### src/rtl/regfile_scoreboard.sv
// Register file with a per-register busy scoreboard: one write port, two async read ports.
// Define REGFILE_BYPASS_EN to forward same-cycle writeback data onto the read ports.
module regfile_scoreboard #(
   parameter int WIDTH       = 64,
   parameter int NUM_REGS    = 32,
   parameter int ZERO_REG    = 31,
   parameter int ZERO_REG_EN = 1,
   localparam int ADDR_W     = $clog2(NUM_REGS)
) (
   input  logic                clk,
   input  logic                reset,
   input  logic                wr_en,
   input  logic [ADDR_W-1:0]   wr_addr,
   input  logic [WIDTH-1:0]    wr_data,
   input  logic                rsv_en,
   input  logic [ADDR_W-1:0]   rsv_addr,
   input  logic [ADDR_W-1:0]   rd_addr_a,
   output logic [WIDTH-1:0]    rd_data_a,
   output logic                busy_a,
   input  logic [ADDR_W-1:0]   rd_addr_b,
   output logic [WIDTH-1:0]    rd_data_b,
   output logic                busy_b,
   output logic [NUM_REGS-1:0] busy_vec
);

   localparam logic [ADDR_W-1:0] ZERO_IDX = ADDR_W'(ZERO_REG);

   logic [WIDTH-1:0] regs_q [NUM_REGS];
   logic [WIDTH-1:0] regs_d [NUM_REGS];
   logic             busy_q [NUM_REGS];
   logic             busy_d [NUM_REGS];

   function automatic logic isZero(input logic [ADDR_W-1:0] addr);
      return (ZERO_REG_EN != 0) && (addr == ZERO_IDX);
   endfunction

   // Reserve is applied after writeback so a same-edge re-issue leaves the register busy.
   always_comb begin
      for (int i = 0; i < NUM_REGS; i++) begin
         regs_d[i] = regs_q[i];
         busy_d[i] = busy_q[i];
         if (!((ZERO_REG_EN != 0) && (i == ZERO_REG))) begin
            if (wr_en && (wr_addr == ADDR_W'(i))) begin
               regs_d[i] = wr_data;
               busy_d[i] = 1'b0;
            end
            if (rsv_en && (rsv_addr == ADDR_W'(i))) begin
               busy_d[i] = 1'b1;
            end
         end
      end
   end

   always_ff @(posedge clk or posedge reset) begin
      if (reset) begin
         for (int i = 0; i < NUM_REGS; i++) begin
            regs_q[i] <= '0;
            busy_q[i] <= 1'b0;
         end
      end else begin
         for (int i = 0; i < NUM_REGS; i++) begin
            regs_q[i] <= regs_d[i];
            busy_q[i] <= busy_d[i];
         end
      end
   end

   always_comb begin
      for (int i = 0; i < NUM_REGS; i++) begin
         busy_vec[i] = busy_q[i];
      end
   end

   always_comb begin
      rd_data_a = regs_q[rd_addr_a];
      busy_a    = busy_q[rd_addr_a];
      if (isZero(rd_addr_a)) begin
         rd_data_a = '0;
         busy_a    = 1'b0;
      end
`ifdef REGFILE_BYPASS_EN
      if (wr_en && (wr_addr == rd_addr_a) && !isZero(rd_addr_a)) begin
         rd_data_a = wr_data;
         busy_a    = rsv_en && (rsv_addr == rd_addr_a);
      end
`endif
   end

   always_comb begin
      rd_data_b = regs_q[rd_addr_b];
      busy_b    = busy_q[rd_addr_b];
      if (isZero(rd_addr_b)) begin
         rd_data_b = '0;
         busy_b    = 1'b0;
      end
`ifdef REGFILE_BYPASS_EN
      if (wr_en && (wr_addr == rd_addr_b) && !isZero(rd_addr_b)) begin
         rd_data_b = wr_data;
         busy_b    = rsv_en && (rsv_addr == rd_addr_b);
      end
`endif
   end

endmodule

### config.mk
export PLATFORM = sky130hd
export DESIGN_NAME = regfile_scoreboard
export DESIGN_NICKNAME = d
export VERILOG_FILES = /design/src/rtl/regfile_scoreboard.sv
export SDC_FILE = /design/constraint.sdc
export NUM_CORES = 2
export LEC_CHECK = 0
export CAP_MARGIN = 10
export CORE_ASPECT_RATIO = 1.25
export CORE_MARGIN = 2
export CORE_UTILIZATION = 40
export DETAILED_ROUTE_END_ITERATION = 6
export MAX_ROUTING_LAYER = met4
export PLACE_DENSITY = 0.55
export SLEW_MARGIN = 20
export SYNTH_ARGS = -nofsm -noshare
export SYNTH_HDL_FRONTEND = slang
export SYNTH_SLANG_ARGS = --single-unit
### constraint.sdc
create_clock -name clk -period 64.1 [get_ports clk]
set_input_delay 9.615 -clock clk [delete_from_list [all_inputs] [get_ports clk]]
set_output_delay 9.615 -clock clk [all_outputs]
set_load 0.02 [all_outputs]
==> flow_summary.json <==
{
  "status": "finished, final reports clean",
  "synth_top_cell_by_area": "dfrtp_1",
  "final.setup_skew_ns": 0,
  "mostFrequentLayoutCell": "mux2_2",
  "fp.dieH_um": 589,
  "drtAntennaViolNets": 0,
  "ys_ff_latch": 2015,
  "cts_sinks": 2015,
  "globalplace.congestion": 0.839,
  "final.setup.tns_ns": 0,
  "maxSlewViolCount": 0,
  "hp-class": "flop to flop",
  "critPathCaptureType": "output port",
  "synth_edf_count": 0,
  "cts_tree": "yes",
  "max_freq_mhz": 41.1,
  "hold_ws_ns": 0.515,
  "antenna_found_initial": 27,
  "hold_viol_final": 0,
  "synth_area_mm2": 0.109,
  "grt_pass1_vias": 76878,
  "p_leak_nw": 52.7,
  "routed_wl_um": 400000,
  "setup_viol": 0,
  "path_clk_slew_ns": 0.06,
  "synth_top_flop_cell": "dfrtp_1",
  "via_count": 73880,
  "post-route-period-util_pct": 37.9,
  "crit_arrival_ns": 14.70,
  "maxSlewHeadroom_pct": 17.2,
  "cts_resized": 0,
  "power_density_mw_per_mm2": 31.9,
  "die_w_um": 472,
  "htree_levels": 4,
  "total_power_mw": 3.88,
  "critPathKind": "primary input to output port",
  "post-cts-setup-buffer-count": 0,
  "area_delta_synth_final_pct": 11.2,
  "timing.final.crit_period_ns": 24.32,
  "stdcell_area_mm2": 0.122,
  "async_flop_share_pct": 100,
  "dpl-instance-area_mm2": 0.114,
  "synth_area_leaders": "dfrtp_1 (46%), mux2_2 (23%), mux4_2 (13%)",
  "cts_buffer_depth": 4,
  "worstSkewPairLatency_ns": 0.87,
  "yosysUniqueCellTypes": 48,
  "firstDrtPassIters": 5,
  "cts_buffers": 224,
  "grt_usage_pct": 29.2,
  "dp_hpwl_um": 212000,
  "nNetsFinal": 7856,
  "yosys_warnings": 0,
  "layout_common_cells": "mux2_2 (2205), dfrtp_1 (2015), mux4_2 (620), mux2i_1 (419), nand2_1 (338)",
  "max-cap-violations": 0,
  "design.core.area_mm2": 0.272,
  "port_buffers": 248,
  "synth.yosys.seq_area_share_pct": 46.1,
  "cp_max_fo": 45,
  "grt_max_degree": 164,
  "initial_core_util_pct": 40.2,
  "regToRegSetupSlack_ns": 63.27,
  "drive_above_1_share_pct": 44.2,
  "cts_hold_buf": 0,
  "io_pins": 250,
  "synth_top_area_share_pct": 46.1,
  "ir_drop_v": 0.0000249,
  "wire_per_inst_um": 34.7,
  "syn_area_per_cell_um2": 13.7,
  "die_area_mm2": 0.278,
  "via_per_inst": 6.41,
  "drc": 0,
  "rows": 214,
  "required_ns": 54.49,
  "cp-start-kind": "primary input",
  "worstMarginPinSlew_ns": 1.24,
  "syn_inst": 7985,
  "grt_pass1_wl_um": 574000,
  "drt-initial-drc-count": 6416,
  "cts_root_buffer": "clkbuf_16",
  "rsz0062_at_grt": "false",
  "overflow": 0,
  "syn-num-nets": 8073
}
per-stage QoR:
step	setup slack [ns]	utilization [%]	instances
global placement	39.87	41.9	11105
finish	39.78	44.7	11525
floorplan	26.51	-	7985
detailed placement	39.86	41.9	11106
CTS	39.85	44.7	11505
global route	39.68	44.7	11523
synthesized netlist by cell type, types with 35 or more instances:
| cell type | number |
|---|---|
| a211oi_1 | 131 |
| a21o_1 | 130 |
| a21oi_1 | 193 |
| a221oi_1 | 65 |
| a22oi_1 | 60 |
| a31oi_1 | 35 |
| a32o_1 | 39 |
| buf_2 | 337 |
| buf_4 | 78 |
| buf_6 | 39 |
| clkbuf_1 | 375 |
| dfrtp_1 | 2015 |
| mux2_1 | 36 |
| mux2_2 | 2205 |
| mux2i_1 | 419 |
| mux4_2 | 620 |
| nand2_1 | 356 |
| nor2_1 | 74 |
| nor2b_1 | 139 |
| o2111a_1 | 65 |
| o211ai_1 | 37 |
| o21ai_0 | 151 |
| o22a_1 | 65 |
| o22ai_1 | 65 |
| o31ai_1 | 69 |
| or2_2 | 66 |
sequential cells by signal, indices dropped and copies added (netlist names):
| register | flops |
|---|---|
| regs_q | 1984 |
| busy_vec | 31 |
cell families after synthesis:
family	after synthesis	synth area share, %
AO/OA/AOI/OAI	1147	7.47
buffers and inverters	866	3.89
flip-flops	2015	46.1
multiplexers	3280	39.6
other	1	0.00343
AND/OR/NAND/NOR	676	2.92
final timing paths:
path | start | cells past startpoint | end
worst max-delay path | rd_addr_a[0] | 9 | rd_data_a[62]
worst min-delay path | regs_q[1926]$_DFFE_PP0P_ | 1 | regs_q[1926]$_DFFE_PP0P_
worst max register to register | busy_vec[27]$_DFFE_PP0P_ | 2 | busy_vec[27]$_DFFE_PP0P_
worst min register to register | regs_q[1926]$_DFFE_PP0P_ | 1 | regs_q[1926]$_DFFE_PP0P_
max in group asynchronous | reset | 10 | regs_q[220]$_DFFE_PP0P_
min in group asynchronous | reset | 2 | regs_q[967]$_DFFE_PP0P_
final cells by class:
| class | instances | area (um2) |
|---|---|---|
| well taps | 3564 | 4460 |
| fillers | 24413 | 150000 |
| multi-input cells | 5104 | 55100 |
| clock inverters | 71 | 855 |
| clock buffers | 328 | 6790 |
| inverters | 9 | 46.3 |
| diodes | 20 | 50.0 |
| repair buffers | 414 | 3960 |
| flip-flops and latches | 2015 | 50400 |
metal layers:
layer	routed length (um)	vias up	global-route usage (%)	part of all wire, %
li1	-	29907	-	-
met1	163000	40433	36.3	41
met2	197000	2705	47.7	49
met3	21600	835	3.96	5.4
met4	18300	0	12.7	4.6
met5	0	-	-	0
worst max-delay path: stages:
cell             delay, ns
buf_8                 0.39
buf_4                 0.73
nor2b_4               0.70
buf_4                 0.59
buf_4                 0.87
a21oi_1               0.17
a221oi_1              0.30
o2111a_1              0.52
clkdlybuf4s50_1       0.72
where the power goes:
part / switching (mW) / internal, mW / total [mW]
Sequential: 0.188 / 1.52 / 1.71
Combinational: 0.357 / 0.462 / 0.818
Clock: 0.554 / 0.801 / 1.36
Total: 1.10 / 2.79 / 3.88
Power figures use the tool's default switching activity.
